==> config.mk <==
export PLATFORM = sky130hd
export DESIGN_NAME = dm_arbiter
export DESIGN_NICKNAME = d
export VERILOG_FILES = /design/src/rtl/dm_arbiter.sv
export SDC_FILE = /design/constraint.sdc
export NUM_CORES = 1
export LEC_CHECK = 0
export CORE_MARGIN = 10
export CORE_UTILIZATION = 28
export DETAILED_ROUTE_END_ITERATION = 8
export PLACE_DENSITY = 0.91
export SYNTH_ARGS = -nofsm -noshare
export SYNTH_HDL_FRONTEND = slang
export SYNTH_SLANG_ARGS = --single-unit
export TNS_END_PERCENT = 30
==> constraint.sdc <==
create_clock -name clk -period 2.25 [get_ports clk]
set_clock_uncertainty 0.2 [all_clocks]
set_input_delay 0.3375 -clock clk [delete_from_list [all_inputs] [get_ports clk]]
set_output_delay 0.3375 -clock clk [all_outputs]
set_load 0.01 [all_outputs]
==> src/rtl/dm_arbiter.sv <==
// Two-port arbiter in front of the single-port data memory: grants one access per cycle,
// blocks illegal accesses, and returns a registered, sign-extended response to the winner.
module dm_arbiter #(
  parameter int ARB_MODE = 0,
  parameter int MAX_WAIT = 4,
  parameter int MEM_AW   = 9
) (
  input  logic        clk,
  input  logic        rstn,
  input  logic        m0_req,
  input  logic        m0_we,
  input  logic [2:0]  m0_type,
  input  logic [31:0] m0_addr,
  input  logic [31:0] m0_wdata,
  output logic        m0_gnt,
  output logic        m0_rvalid,
  output logic [31:0] m0_rdata,
  output logic        m0_err,
  input  logic        m1_req,
  input  logic        m1_we,
  input  logic [2:0]  m1_type,
  input  logic [31:0] m1_addr,
  input  logic [31:0] m1_wdata,
  output logic        m1_gnt,
  output logic        m1_rvalid,
  output logic [31:0] m1_rdata,
  output logic        m1_err,
  output logic        dm_we,
  output logic [2:0]  dm_type,
  output logic [31:0] dm_addr,
  output logic [31:0] dm_wdata,
  input  logic [31:0] dm_rdata
);

  localparam logic [2:0] DM_WORD              = 3'd0;
  localparam logic [2:0] DM_HALFWORD          = 3'd1;
  localparam logic [2:0] DM_HALFWORD_UNSIGNED = 3'd2;
  localparam logic [2:0] DM_BYTE              = 3'd3;
  localparam logic [2:0] DM_BYTE_UNSIGNED     = 3'd4;

  localparam int              WCW        = $clog2(MAX_WAIT + 1);
  localparam logic [WCW-1:0]  MAX_WAIT_C = WCW'(MAX_WAIT);

  logic           last_q, last_d;
  logic [WCW-1:0] wait_cnt_q, wait_cnt_d;
  logic           rvalid_q, rport_q, rerr_q;
  logic [31:0]    rdata_q, rdata_d;

  logic        tie_to_1, accept, acc_we, acc_err;
  logic [31:0] rdata_ext;

  // Grant depends only on requests and registered arbitration state.
  assign tie_to_1 = (ARB_MODE == 0) ? !last_q : (wait_cnt_q == MAX_WAIT_C);
  assign m1_gnt   = m1_req & (!m0_req | tie_to_1);
  assign m0_gnt   = m0_req & !m1_gnt;
  assign accept   = m0_gnt | m1_gnt;

  assign acc_we   = m1_gnt ? m1_we    : m0_we;
  assign dm_type  = m1_gnt ? m1_type  : m0_type;
  assign dm_addr  = m1_gnt ? m1_addr  : m0_addr;
  assign dm_wdata = m1_gnt ? m1_wdata : m0_wdata;
  assign dm_we    = rstn & accept & acc_we & !acc_err;

  // NOTE: every signal assigned in always_comb gets a default first so no latch is inferred.
  always_comb begin
    acc_err = |dm_addr[31:MEM_AW];
    unique case (dm_type)
      DM_WORD:              if (dm_addr[1:0] != 2'b00) acc_err = 1'b1;
      DM_HALFWORD:          if (dm_addr[0])            acc_err = 1'b1;
      DM_HALFWORD_UNSIGNED: if (dm_addr[0] || acc_we)  acc_err = 1'b1;
      DM_BYTE:              ;
      DM_BYTE_UNSIGNED:     if (acc_we)                acc_err = 1'b1;
      default:              acc_err = 1'b1;
    endcase
  end

  // dm returns sub-words zero-extended; signed types are extended here.
  always_comb begin
    rdata_ext = dm_rdata;
    if (dm_type == DM_HALFWORD) rdata_ext = {{16{dm_rdata[15]}}, dm_rdata[15:0]};
    if (dm_type == DM_BYTE)     rdata_ext = {{24{dm_rdata[7]}},  dm_rdata[7:0]};
  end

  always_comb begin
    last_d     = last_q;
    wait_cnt_d = '0;
    if (accept) last_d = m1_gnt;
    if (m1_req && !m1_gnt)
      wait_cnt_d = (wait_cnt_q == MAX_WAIT_C) ? wait_cnt_q : wait_cnt_q + WCW'(1);
    rdata_d = (acc_we || acc_err) ? 32'h0 : rdata_ext;
  end

  // NOTE: sequential state uses non-blocking assignments so all flops update together.
  always_ff @(posedge clk or negedge rstn) begin
    if (!rstn) begin
      last_q     <= 1'b1;
      wait_cnt_q <= '0;
      rvalid_q   <= 1'b0;
      rport_q    <= 1'b0;
      rerr_q     <= 1'b0;
      rdata_q    <= 32'h0;
    end else begin
      last_q     <= last_d;
      wait_cnt_q <= wait_cnt_d;
      rvalid_q   <= accept;
      if (accept) begin
        rport_q <= m1_gnt;
        rerr_q  <= acc_err;
        rdata_q <= rdata_d;
      end
    end
  end

  assign m0_rvalid = rvalid_q & !rport_q;
  assign m1_rvalid = rvalid_q &  rport_q;
  assign m0_err    = m0_rvalid & rerr_q;
  assign m1_err    = m1_rvalid & rerr_q;
  assign m0_rdata  = m0_rvalid ? rdata_q : 32'h0;
  assign m1_rdata  = m1_rvalid ? rdata_q : 32'h0;

endmodule

==> impl_metrics.tcl <==
set metrics [dict create \
    ios 310 \
    violations "setup timing" \
    p_per_area_mw_per_mm2 370 \
    arrival_ps 2240 \
    wl_per_cell_um 22.6 \
    fp.dieW_um 127 \
    cp_top_family "flip-flops" \
    netlist_instances 353 \
    worst_pin_slew_ps 459 \
    hp-class "reg -> reg" \
    cp_slowest_stage_delay_ps 560 \
    path_clk_slew_ps 50 \
    setup_tns_ps -13670 \
    area_delta_synth_final_pct 127 \
    startpoint_type "flip-flop" \
    cts_made_buffers 5 \
    endpoint_kind "output port" \
    drt-initial-drc-count 155 \
    htreeDepth 2 \
    ir_drop_mv 0.287 \
    grt_max_degree 37 \
    start_util_pct 29.0 \
    slew_viol_final 0 \
    synth-async-reset-ratio_pct 100 \
    crit_path_max_fanout 4 \
    holdWs_ps 300 \
    worst_slack_ps -525 \
    critPathKind "reg -> out" \
    dieArea_mm2 0.0160 \
    synth_flop_cell "dfrtp_1" \
    rows 38 \
    synth_nets 525 \
    cts-root-buf "clkbuf_16" \
    placed_area_mm2 0.00673 \
    final_core_util_pct 65.6 \
    r2r_end "rdata_q[22]$_DFFE_PN0N_" \
    grt_setup_unrepaired "true" \
    dp_hpwl_mm 15.5 \
    vias 4206 \
    reg2reg_depth 8 \
    syn_area_mm2 0.00318 \
    drive_above_1_share_pct 30.5 \
    hold_viol 0 \
    finalSetupViolations 90 \
    place.gp.congestion 0.843 \
    hold-path-endpoint "rdata_q[24]$_DFFE_PN0N_" \
    p_leak_nw 3.46 \
    r2r_setup_slack_ps -120 \
    grt_pass1_vias 4775 \
    syn_area_per_cell_um2 9.01 \
    crit_buf_inv 2 \
    grt_pass1_wl_mm 28.8 \
    clk_latency_ps 270 \
    synth-seq-cells 36 \
    post-place-ws_ps -1050 \
    rr_startpoint "last_q$_DFFE_PN1N_" \
    tritoncts "yes" \
    die_y_um 127 \
    final_area_mm2 0.00721 \
    synth_edf_count 0 \
    clock_path_buffers 2 \
    min-delay-start "rdata_q[24]$_DFFE_PN0N_" \
    ant_nets 0 \
    antenna_found_initial 4 \
    clock_sinks 36 \
    seq_area_frac_synth_pct 28.4 \
    grt-ovfl-total 0 \
    coreArea_mm2 0.0110 \
    final_cell_mix "clkdlybuf4s50_1 (203), mux2_2 (65), buf_4 (51)" \
    period_minus_slack_ps 2770 \
    viasPerCell 4.96 \
    dp.cells 820 \
    nets 876 \
    first_pass_iters 4 \
    drcViolationCount 0 \
    layout_commonest_cell "clkdlybuf4s50_1" \
    grtUsageTotal_pct 22.5 \
    cap_violations 0 \
    finalPower_mw 2.67 \
    ys_types 43 \
    fmax_mhz 360 \
    synth_warnings 0 \
    status "finished, violations left" \
    hold_depth 1 \
    routed_wl_mm 19.1 \
    period_share_pct 123 \
    slew_headroom_pct 69.4 \
    path_cells "a21boi_4 > buf_12 > mux2_4 > o32ai_4 > and3_4 > and4b_1 > buf_6" \
    stdcell_count 848 \
    cp_data_required_time_ps 1710 \
    io_buffers 309 \
    critPathSlowestCell "dfstp_2" \
]
## area by class of cell
type                       instances  area (um^2)
antenna                            4         10.0
tap                              140          175
clock buffer                       7          153
timing repair buffer             375         3740
sequential                        36          902
inverter                           5         18.8
fill                             896         3770
multi-input combinational        281         2210
## power breakdown
part           internal [mW]  switching, mW  total [mW]
logic                  0.755          0.518        1.27
registers              0.672         0.0189       0.691
clock network          0.464          0.241       0.705
total                   1.89          0.778        2.67
## cells by family after synthesis
| family | after synthesis | share of synthesized area, % |
|---|---|---|
| buffers and inverters | 36 | 5.82 |
| AND/OR/NAND/NOR | 156 | 26.5 |
| flip-flops | 36 | 28.4 |
| AO/OA/AOI/OAI | 57 | 15.2 |
| multiplexers | 68 | 24.1 |
## state kept, by name, summed over array words and instances (netlist names)
signal    flops
rerr_q        1
rvalid_q      1
rdata_q      32
last_q        1
rport_q       1
## per-layer routing
metal / GRT usage [%] / share of wire [%] / vias up
met3: 9.20 / 9.5 / 20
met1: 22.6 / 36 / 1976
met4: 6.56 / 2.0 / 0
met5: 0 / 0 / -
met2: 41.7 / 53 / 193
li1: - / - / 2017
## worst max-delay path by stage
stage / start / to / slack (ps) / depth (start not counted)
floorplan: last_q$_DFFE_PN1N_ / dm_we / -70 / 6
global placement: m1_req / dm_we / -1000 / 7
detailed placement: m1_req / dm_we / -1050 / 7
CTS: last_q$_DFFE_PN1N_ / dm_we / -560 / 8
global route: last_q$_DFFE_PN1N_ / dm_we / -580 / 7
finish: last_q$_DFFE_PN1N_ / dm_we / -520 / 7
## Yosys cell counts (all sizes together) (2+ instances only)
| library cell | n | share of area (%) |
|---|---|---|
| nand3 | 11 | 1.9 |
| o2bb2ai | 8 | 2.2 |
| nor3 | 4 | 0.63 |
| and3 | 34 | 6.7 |
| inv | 5 | 0.59 |
| nor2b | 4 | 0.79 |
| nand4 | 2 | 0.39 |
| dfrtp | 35 | 28 |
| clkbuf | 14 | 1.7 |
| mux2i | 2 | 0.63 |
| mux2 | 66 | 23 |
| nand4b | 2 | 0.55 |
| o21ai | 2 | 0.31 |
| o31ai | 8 | 1.9 |
| nand2 | 47 | 5.5 |
| nor2 | 5 | 0.59 |
| a32o | 16 | 5.0 |
| buf | 17 | 3.5 |
| and2 | 34 | 6.7 |
| nor4 | 10 | 2.0 |
| a21oi | 12 | 2.0 |
## what timing repair did
item | in CTS | in global routing
gates cloned | 3 | 0
resized for setup | 256 | 27
endpoints found under the hold margin | 35 | 0
buffers inserted | 12 | 3
pin swaps | 3 | 5
hold buffers | 1 | 0
endpoints found under the setup margin | 130 | 140
(Power assumes the default switching activity.)
